--- src/rtl/pe_loop_addr_gen.sv ---
// pe_loop_addr_gen: loop-nest sequencer emitting index tuples and strided pad addresses on a rdy/ack port
module pe_loop_addr_gen #(
    parameter int NDIM  = 5,
    parameter int IDXW  = 6,
    parameter int ADDRW = 8
) (
    input  logic                  i_clk,
    input  logic                  i_rst,
    input  logic                  i_start,
    input  logic                  i_stall,
    input  logic                  i_abort,
    input  logic [NDIM*IDXW-1:0]  i_size,
    input  logic [NDIM*ADDRW-1:0] i_stride,
    input  logic [ADDRW-1:0]      i_base,
    output logic                  o_rdy,
    input  logic                  i_ack,
    output logic [NDIM*IDXW-1:0]  o_idx,
    output logic [NDIM-1:0]       o_end,
    output logic [NDIM-1:0]       o_wrap,
    output logic                  o_last,
    output logic [ADDRW-1:0]      o_addr,
    output logic                  o_busy,
    output logic                  o_done
);
    typedef enum logic [2:0] {S_IDLE, S_LOAD, S_RUN, S_STALL, S_DONE} state_t;
    state_t           r_state, w_next;
    logic [IDXW-1:0]  r_idx [NDIM];
    logic [IDXW-1:0]  r_size [NDIM];
    logic [ADDRW-1:0] r_stride [NDIM];
    logic [ADDRW-1:0] r_span [NDIM];
    logic [ADDRW-1:0] r_addr, w_addr_next;
    logic [NDIM-1:0]  w_endr, w_inc, w_wrapr;
    logic             w_carry, w_active, w_xfer;

    // odometer carry chain: level k increments when every lower level is at its end; address moves incrementally by stride minus the spans of wrapping levels
    always_comb begin
        w_carry     = 1'b1;
        w_addr_next = r_addr;
        for (int k = 0; k < NDIM; k++) begin
            w_endr[k]   = r_idx[k] == r_size[k] - IDXW'(1);
            w_inc[k]    = w_carry && !w_endr[k];
            w_wrapr[k]  = w_carry && w_endr[k];
            w_carry     = w_wrapr[k];
            w_addr_next = w_addr_next + (w_inc[k] ? r_stride[k] : '0) - (w_wrapr[k] ? r_span[k] : '0);
        end
    end

    assign w_active = (r_state == S_RUN) || (r_state == S_STALL);
    assign o_rdy    = (r_state == S_RUN) && !i_stall;
    assign w_xfer   = o_rdy && i_ack && !i_abort;
    assign o_end    = w_active ? w_endr : '0;
    assign o_wrap   = w_active ? w_wrapr : '0;
    assign o_last   = w_active && (&w_endr);
    assign o_addr   = r_addr;
    assign o_busy   = r_state != S_IDLE;
    assign o_done   = r_state == S_DONE;

    for (genvar g = 0; g < NDIM; g++) begin : g_idx
        assign o_idx[g*IDXW +: IDXW] = r_idx[g];
    end

    // state register
    always_ff @(posedge i_clk or posedge i_rst) begin
        if (i_rst) r_state <= S_IDLE;
        else       r_state <= w_next;
    end

    // next-state logic; abort overrides everything
    always_comb begin
        w_next = r_state;
        case (r_state)
            S_IDLE:  w_next = i_start ? S_LOAD : S_IDLE;
            S_LOAD:  w_next = S_RUN;
            S_RUN:   w_next = (w_xfer && o_last) ? S_DONE : (i_stall ? S_STALL : S_RUN);
            S_STALL: w_next = i_stall ? S_STALL : S_RUN;
            S_DONE:  w_next = S_IDLE;
            default: w_next = S_IDLE;
        endcase
        if (i_abort) w_next = S_IDLE;
    end

    // datapath: config capture in LOAD, odometer/address/span advance on each transfer
    always_ff @(posedge i_clk or posedge i_rst) begin
        if (i_rst) begin
            r_addr <= '0;
            for (int k = 0; k < NDIM; k++) begin
                r_idx[k]    <= '0;
                r_span[k]   <= '0;
                r_size[k]   <= '0;
                r_stride[k] <= '0;
            end
        end else if (i_abort) begin
            r_addr <= '0;
            for (int k = 0; k < NDIM; k++) begin
                r_idx[k]  <= '0;
                r_span[k] <= '0;
            end
        end else if (r_state == S_LOAD) begin
            r_addr <= i_base;
            for (int k = 0; k < NDIM; k++) begin
                r_idx[k]    <= '0;
                r_span[k]   <= '0;
                r_size[k]   <= (i_size[k*IDXW +: IDXW] == '0) ? IDXW'(1) : i_size[k*IDXW +: IDXW];
                r_stride[k] <= i_stride[k*ADDRW +: ADDRW];
            end
        end else if (w_xfer) begin
            r_addr <= w_addr_next;
            for (int k = 0; k < NDIM; k++) begin
                r_idx[k]  <= w_inc[k] ? r_idx[k] + IDXW'(1) : (w_wrapr[k] ? '0 : r_idx[k]);
                r_span[k] <= w_inc[k] ? r_span[k] + r_stride[k] : (w_wrapr[k] ? '0 : r_span[k]);
            end
        end
    end
endmodule

--- config.mk ---
export PLATFORM = sky130hd
export DESIGN_NAME = pe_loop_addr_gen
export DESIGN_NICKNAME = d
export VERILOG_FILES = /design/src/rtl/pe_loop_addr_gen.sv
export SDC_FILE = /design/constraint.sdc
export NUM_CORES = 1
export LEC_CHECK = 0
export CORE_UTILIZATION = 56
export DETAILED_ROUTE_END_ITERATION = 8
export PLACE_DENSITY = 0.82
export SYNTH_ARGS = -nofsm -noshare
export SYNTH_HDL_FRONTEND = slang
export SYNTH_SLANG_ARGS = --single-unit
export TNS_END_PERCENT = 1
--- constraint.sdc ---
create_clock -name i_clk -period 9.2 [get_ports i_clk]
set_clock_uncertainty 0.05 [all_clocks]
set_input_delay 2.3 -clock i_clk [delete_from_list [all_inputs] [get_ports i_clk]]
set_output_delay 2.3 -clock i_clk [all_outputs]
set_load 0.05 [all_outputs]
==> run metrics <==
outcome completed; Die X 137 um; total negative slack 0 ns; global-route wire length before repair 40800 um; clk slew on worst S/H paths 0.06 ns; Placed Cells 1365; Layout area overhead 21.7%; largest buffer count on any clock path 2; CP max FO 11; CTS sink count 151; initial antenna violation count 0; synth unique cells 52; total power draw 3070 uW; Avg WL per Cell 17.9 um; core area 0.0180 mm^2; EDFF count, synth 0; Total Routed Length 25000 um; H-tree depth 4; most numerous cell in the Yosys netlist dfrtp_1; top cells by area, synth dfrtp_1, fa_1, ha_1; diodes inserted 0; DP Wirelength 18900 um; post-DR vias/cell 5.75; post-CTS setup buffer count 0; hold_sp r_span[23]; number of max-cap violations 0; chip height 137 um; flop2flop setup slack 1.70 ns; slowest CP cell fa_1; register area share after synthesis 36.9%; Die ar. 0.0188 mm^2; Cell Pwr Density 246 mW/mm^2; DRC viols 0; RePlAce Congestion 0.979; largest net degree at the start of global routing 79; Worst VDD drop 0.000265 V; Mapped Area 0.0102 mm^2; RSZ-0062 raised after global routing no; IO Pins 136; vias in the first global route 8157; Post-Syn Area per Cell 9.99 um^2; CP most frequent cell fa_1; Rows 49; syn nets 1227; area taken by flip-flops and latches 0.00378 mm^2; synth cell count leaders dfrtp_1, nand2_1, o21ai_0; critical path class reg2reg; cells after synthesis 1025; Final #Nets 1357; Final setup viols 0; CTS Buf Count 17; min-delay worst type reg2reg; CP Data Required Time 9.46 ns; Tmin final 7.50 ns; Port Buffers 135; critical path's largest stage delay 0.55 ns; Initial Utilization 57.0%; reg-to-reg critical path startpoint r_size[12]; worst r2r path cells 28; top-area cell type share of the netlist area 36.9%; Synth Register Bits 151; ys flop type dfrtp_1; Fin. Hold Viols 0; gr usage total 28.7%; TritonRoute pass-1 iters 5; Slew headroom 34.4%; Overflow after GRT 0; Ys Warns 0; hold endpoint r_span[23]; filler-free cell count of the finished design 1397; hold-fix buffer count after cts 0; drt first-iter violations 522; # fillers 1334; DR vias 8035; clk root buf clkbuf_16; Post-CTS Resized 0; worst hold path depth 1; area of the multi-input gates 0.00601 mm^2; Final Max Slew Viols 0; largest area contributor in the netlist dfrtp_1; CTS tree built; share of cells above drive strength 1 9.67%; worst reg2reg path endpoint o_addr[7]; antenna-violating nets left 0; startpoint types register; post-route clock period utilization 81.5%; arrival time worst endpoint 7.76 ns; Tightest Pin Transition 0.984 ns; Max Fclk 133 MHz; clock latency on the worst-skew pair 0.43 ns; Leak 0.00550 uW; Post-synth ARST share 100%; Setup crit end kind register
## flip-flops by register name, summed over array words and instances, names as in the netlist
| name | count |
|---|---|
| r_size | 30 |
| r_state | 3 |
| o_addr | 8 |
| r_stride | 40 |
| r_span | 40 |
| o_idx | 30 |
## worst max-delay path by stage
stage / start / end / slack [ns] / cells after the start
2_1_floorplan: o_idx[9] / o_addr[7] / 2.29 / 27
3_3_place_gp: r_size[24] / o_addr[7] / 2.03 / 29
6_report: r_size[12] / o_addr[7] / 1.70 / 28
4_1_cts: r_size[24] / o_addr[7] / 1.76 / 29
5_1_grt: r_size[12] / o_addr[7] / 1.19 / 28
3_5_place_dp: r_size[24] / o_addr[7] / 1.78 / 29
## final cells by class
class	count	share of cell area, %
flip-flops and latches	151	30.3
repair buffers	147	11.6
well taps	229	2.30
inverters	83	2.54
multi-input cells	755	48.3
clock inverters	13	1.36
clock buffers	19	3.64
## power by group
group	switching, uW	total (uW)	internal (uW)	leakage [uW]
clock network	289	733	444	0.000293
registers	146	925	779	0.00196
logic	737	1410	675	0.00325
total	1170	3070	1900	0.00550
## worst max-delay path: cells and delay by family (launching register included)
kind,cells,cell delay (ns)
AOI/OAI and AO/OA,6,0.96
xor gates and xnor gates,4,0.64
adders and majority gates,7,3.03
and+or+nand+nor,7,1.86
DFF,1,0.40
buffers and inverters,4,0.42
## logic make-up after synthesis
group / Yosys count / share of synthesized area (%)
compound gates: 191 / 11.4
simple gates: 287 / 13.0
mux: 67 / 7.29
flops: 151 / 36.9
buf+inv: 119 / 4.46
fa+ha+maj: 118 / 19.0
xor+xnor: 92 / 7.87
## layout by cell type (no fill, tap or decap), drive strengths merged, types with 4 or more instances in the layout
master,instances
mux2i,7
a21oi,36
and3,13
o21bai,11
xor2,19
nand3,15
fa,63
buf,12
dfrtp,151
nor2,58
mux2,60
nor3,17
clkinvlp,4
or4,8
nand2,125
clkbuf,19
and2,24
o31ai,10
o21ai,91
xnor2,73
a22o,16
inv,86
a21o,7
ha,55
nand2b,14
clkdlybuf4s50,135
## metrics by stage
| stage | cell area [um^2] | worst slack [ns] | hold slack [ns] | utilization (%) |
|---|---|---|---|---|
| 2_1_floorplan | 10200 | 2.29 | 0.400 | - |
| 3_3_place_gp | 11800 | 2.03 | 0.417 | 65.9 |
| 3_5_place_dp | 11800 | 1.78 | 0.442 | 65.9 |
| 4_1_cts | 12500 | 1.76 | 0.463 | 69.4 |
| 5_1_grt | 12500 | 1.19 | 0.480 | 69.4 |
| 6_report | 12500 | 1.70 | 0.462 | 69.4 |
## metal layers
| layer | global-route usage (%) | vias up | part of all wire (%) |
|---|---|---|---|
| li1 | - | 3721 | - |
| met1 | 36.9 | 3941 | 42 |
| met2 | 47.2 | 299 | 48 |
| met3 | 5.85 | 74 | 6.2 |
| met4 | 12.1 | 0 | 3.9 |
| met5 | 0 | - | 0 |
(Power assumes the default switching activity.)
